**src/rtl/instruction_cache.sv**
```systemverilog
// instruction_cache: direct-mapped instruction cache with a blocking miss FSM.
// A miss holds memoryAddress for MEM_LATENCY edges, then captures memoryLine into the latched line.
module instruction_cache #(
    parameter int LINES = 16,
    parameter int MEM_LATENCY = 6
) (
    input  logic         clock,
    input  logic         reset,
    input  logic [31:0]  pcAddress,
    input  logic [127:0] memoryLine,
    output logic [31:0]  memoryAddress,
    output logic [31:0]  instruction,
    output logic         hit,
    output logic         stall
);
    localparam int IW = $clog2(LINES);
    localparam int TW = 28 - IW;
    localparam int CW = $clog2(MEM_LATENCY);
    typedef enum logic {LOOKUP, WAIT} state_t;
    state_t state, next;
    logic [LINES-1:0] valid;
    logic [TW-1:0] tags [LINES];
    logic [127:0] lines [LINES];
    logic [IW-1:0] index, fillIndex;
    logic [TW-1:0] tag, fillTag;
    logic [CW-1:0] count;
    logic [127:0] line;
    logic [1:0] slot;
    logic fill;
    assign index = pcAddress[4 +: IW];
    assign tag = pcAddress[31 -: TW];
    assign line = lines[index];
    // word 0 sits in the MSBs, so the slice position counts down from the top
    assign slot = ~pcAddress[3:2];
    assign stall = ~hit;
    always_comb begin
        hit = state == LOOKUP && valid[index] && tags[index] == tag;
        fill = state == WAIT && count == CW'(MEM_LATENCY - 1);
        next = state == LOOKUP ? (hit ? LOOKUP : WAIT) : (fill ? LOOKUP : WAIT);
        instruction = hit ? line[{slot, 5'd0} +: 32] : 32'h0;
    end
    always_ff @(posedge clock) begin
        if (reset) begin
            state <= LOOKUP;
            valid <= '0;
            count <= '0;
            memoryAddress <= '0;
        end else begin
            state <= next;
            if (state == LOOKUP && !hit) begin
                memoryAddress <= {pcAddress[31:4], 4'h0};
                fillIndex <= index;
                fillTag <= tag;
                count <= '0;
            end else if (state == WAIT) begin
                count <= count + 1'b1;
            end
            if (fill) valid[fillIndex] <= 1'b1;
        end
    end
    always_ff @(posedge clock) begin
        if (!reset && fill) begin
            tags[fillIndex] <= fillTag;
            lines[fillIndex] <= memoryLine;
        end
    end
endmodule

```
**config.mk**
```make
export PLATFORM = sky130hd
export DESIGN_NAME = instruction_cache
export DESIGN_NICKNAME = d
export VERILOG_FILES = /design/src/rtl/instruction_cache.sv
export SDC_FILE = /design/constraint.sdc
export NUM_CORES = 2
export LEC_CHECK = 0
export CAP_MARGIN = 20
export CELL_PAD_IN_SITES_DETAIL_PLACEMENT = 2
export CELL_PAD_IN_SITES_GLOBAL_PLACEMENT = 2
export CORE_MARGIN = 1
export CORE_UTILIZATION = 30
export DETAILED_ROUTE_END_ITERATION = 7
export GPL_TIMING_DRIVEN = 0
export PLACE_DENSITY_LB_ADDON = 0.1
export SYNTH_ARGS = -nofsm -noshare
export SYNTH_HDL_FRONTEND = slang
export SYNTH_SLANG_ARGS = --single-unit
export TNS_END_PERCENT = 20
```
**constraint.sdc**
```tcl
create_clock -name clock -period 23.8 [get_ports clock]
set_input_delay 4.76 -clock clock [delete_from_list [all_inputs] [get_ports clock]]
set_output_delay 4.76 -clock clock [all_outputs]
set_load 0.02 [all_outputs]
```
==> results.sh <==
export IMPL_ys_async_sr_fraction_pct=0
export IMPL_vdd_drop_max_mv=0.0603
export IMPL_cts_resized=0
export IMPL_r2r_start="tags[10][14]"
export IMPL_yosysSeqAreaShare_pct=77.3
export IMPL_syn_inst=4051
export IMPL_dieArea_sq_mm=0.325
export IMPL_critical_path_slowest_cell="buf_2"
export IMPL_ys_top_cells_by_area="edfxtp_1, mux4_2, dfxtp_1"
export IMPL_reg2reg_to="fillTag[11]"
export IMPL_r2r_slack_ps=18400
export IMPL_first_pass_iters=5
export IMPL_setup_viol=0
export IMPL_ant_nets=0
export IMPL_status="completed"
export IMPL_drt_wl_total_um=322000
export IMPL_ys_flop_type="edfxtp_1"
export IMPL_critical_path_max_stage_delay_ps=860
export IMPL_syn_to_final_growth_pct=21.9
export IMPL_cp_num_buf_inv=12
export IMPL_layout_commonest_cell="edfxtp_1"
export IMPL_grt_max_degree=22
export IMPL_final_max_slew_violation_count=0
export IMPL_cp_arrival_ps=11880
export IMPL_yosysWarnings=0
export IMPL_grt_pass1_vias=51868
export IMPL_tightest_slew_ps=1140
export IMPL_synth_seq_cells=2508
export IMPL_critPathMaxFanout=11
export IMPL_timing_final_crit_share_pct=69.9
export IMPL_worst_endpoint_required_ps=19040
export IMPL_mostFrequentLayoutCells="edfxtp_1, mux4_2, clkbuf_16"
export IMPL_hold_start="valid[13]"
export IMPL_synthDominantCellAreaShare_pct=76.3
export IMPL_p_total_mw=9.72
export IMPL_nets=5050
export IMPL_placedInstanceArea_sq_mm=0.109
export IMPL_cts_sinks=2508
export IMPL_avgRoutedWirePerCell_um=34.1
export IMPL_cpMostUsedCell="buf_2"
export IMPL_min_to="valid[13]"
export IMPL_crit_cells=15
export IMPL_max_slew_margin_pct=23.8
export IMPL_postCtsSetupRepairBufs=0
export IMPL_synth_cell_types=71
export IMPL_rsz0062_at_grt="false"
export IMPL_power_per_cell_area_mw_per_mm2=82.4
export IMPL_numCtsBuffers=292
export IMPL_htree_num_levels=5
export IMPL_initial_core_util_pct=30.1
export IMPL_worst_hold_slack_ps=452
export IMPL_grt_pass1_wl_um=445000
export IMPL_die_x_um=570
export IMPL_end_kind="output pin"
export IMPL_synth_edff_count=2460
export IMPL_yosys_area_top_type="edfxtp_1"
export IMPL_synth_simple_gate_area_share_pct=1.28
export IMPL_vias=47817
export IMPL_period_needed_ps=16640
export IMPL_drive_above_1_share_pct=31.7
export IMPL_syn_area_sq_mm=0.0968
export IMPL_synthMuxAreaShare_pct=18.1
export IMPL_startpoint_type="input pin"
export IMPL_coreArea_sq_mm=0.321
export IMPL_insertion_delay_ps=890
export IMPL_clockBufferDepth=4
export IMPL_grt_overflow_total=0
export IMPL_rr_worst_depth=12
export IMPL_antenna_found_initial=63
export IMPL_grt_use_total_pct=19.8
export IMPL_drtIter0Drc=3924
export IMPL_row_count=208
export IMPL_setup_tns_ps=0
export IMPL_fmax_mhz=60.1
export IMPL_cts_tree="yes"
export IMPL_gp_congestion=0.731
export IMPL_fin_skew_ps=28.6
export IMPL_chipHeight_um=570
export IMPL_crit_family="buffers and inverters"
export IMPL_cts_hold_buf=0
export IMPL_drc_errors=0
export IMPL_hold_viol=0
export IMPL_min_path_cells=1
export IMPL_cts_root_buf="clkbuf_16"
export IMPL_worstSetupPathType="input pin to output pin"
export IMPL_synth_top_family_by_area="multiplexers"
export IMPL_cp_startpoint="pcAddress[6]"
export IMPL_dpl_hpwl_um=221000
export IMPL_synth_compound_gate_area_share_pct=1.66
export IMPL_final_area_sq_mm=0.118
export IMPL_vias_per_cell=5.07
export IMPL_post_route_util_pct=36.7
export IMPL_pin_count=228
export IMPL_crit_chain="clkdlybuf4s50_1, buf_4, buf_4, buf_2, buf_2, buf_4, buf_2, buf_4, buf_2, buf_2, buf_2, mux4_2, a211oi_1, a311oi_1, clkdlybuf4s50_1"
export IMPL_synth_fa_ha_area_share_pct=0.0259
export IMPL_hold_class="flip-flop to flip-flop"
export IMPL_clkTransAtPathRegs_ps=50
export IMPL_numPortBuffers=219
export IMPL_syn_area_per_cell_sq_um=23.9
export IMPL_drv_cap=0
export IMPL_fill_cells=30527
export IMPL_synth_xor_area_share_pct=0.234
export IMPL_p_leak_nw=36.9
## worst max-delay path by stage
stage / end / slack (ps)
after detailed placement: instruction[4] / 6870
after global routing: instruction[24] / 6940
final: instruction[19] / 7160
after CTS: instruction[4] / 6850
after global placement: lines[4][8] / -26740
after floorplan: lines[4][0] / 1960
## synthesized netlist by cell type (11+ instances only)
cell / count
nor2b_1: 30
a21oi_1: 13
o21ai_0: 37
a21o_1: 17
a22oi_1: 15
buf_2: 72
buf_6: 16
clkbuf_1: 104
mux4_2: 720
nor2_1: 22
a32oi_1: 28
mux2i_1: 75
mux4_1: 13
buf_1: 15
dfxtp_1: 48
nor3_1: 19
edfxtp_1: 2460
a211oi_1: 22
nand4_1: 11
o311ai_1: 27
xnor2_1: 15
nand2_1: 57
nor3b_1: 25
buf_4: 24
mux2_2: 20
## per-layer routing
layer  vias up  GRT usage, %  share of wire, %
met5         -             0             0.034
met3       406          2.42               3.7
met2      1026          33.0                49
met4        20          4.05               2.0
li1      19327             -                 -
met1     27038          27.8                45
## worst register-to-register path, stage by stage (launching register included)
cell,delay [ps]
edfxtp_1,370
mux4_1,540
mux2i_1,560
a21oi_1,260
o211ai_1,200
a2bb2oi_1,490
nor4_1,150
nand4_1,400
buf_8,250
buf_2,590
nor3b_2,820
buf_6,260
buf_6,180
## final cells by class
class,count,area [sq um],area share (%)
repair buffers,538,6540,5.54
multi-input cells,1297,20800,17.6
clock inverters,154,1320,1.12
diodes,14,35.0,0.0297
flip-flops and latches,2508,74800,63.4
well taps,4305,5390,4.57
plain buffers,239,1310,1.11
inverters,10,37.5,0.0318
clock buffers,364,7750,6.57
## where the power goes
part           internal (mW)  leakage, nW  switching, mW
sequential              4.85         22.5         0.0127
clock                   2.53         4.42           1.83
combinational          0.201         10.0          0.294
## registers in the layout, summed over array words and instances (netlist names)
signal and count:
count 3, fillIndex 4, tags 384, memoryAddress 28, lines 2048, state 1, valid 16, fillTag 24
## metrics by stage
stage | setup WS [ps] | instances
after detailed placement | 6870 | 8894
after CTS | 6850 | 9412
final | 7160 | 9429
after floorplan | 1960 | 4054
after global placement | -26740 | 8578
after global routing | 6940 | 9417
## cells by family (layout without fill, tap and decap cells)
| logic type | count (synthesis) | count (layout) |
|---|---|---|
| AO/OA/AOI/OAI | 213 | 213 |
| XOR/XNOR | 25 | 25 |
| adder cells (fa/ha/maj) | 2 | 2 |
| buffers and inverters | 249 | 1305 |
| flip-flops | 2508 | 2508 |
| multiplexers | 828 | 828 |
| other | 1 | 18 |
| AND/OR/NAND/NOR | 225 | 225 |
Note: power is estimated with default switching activity, not from simulation.
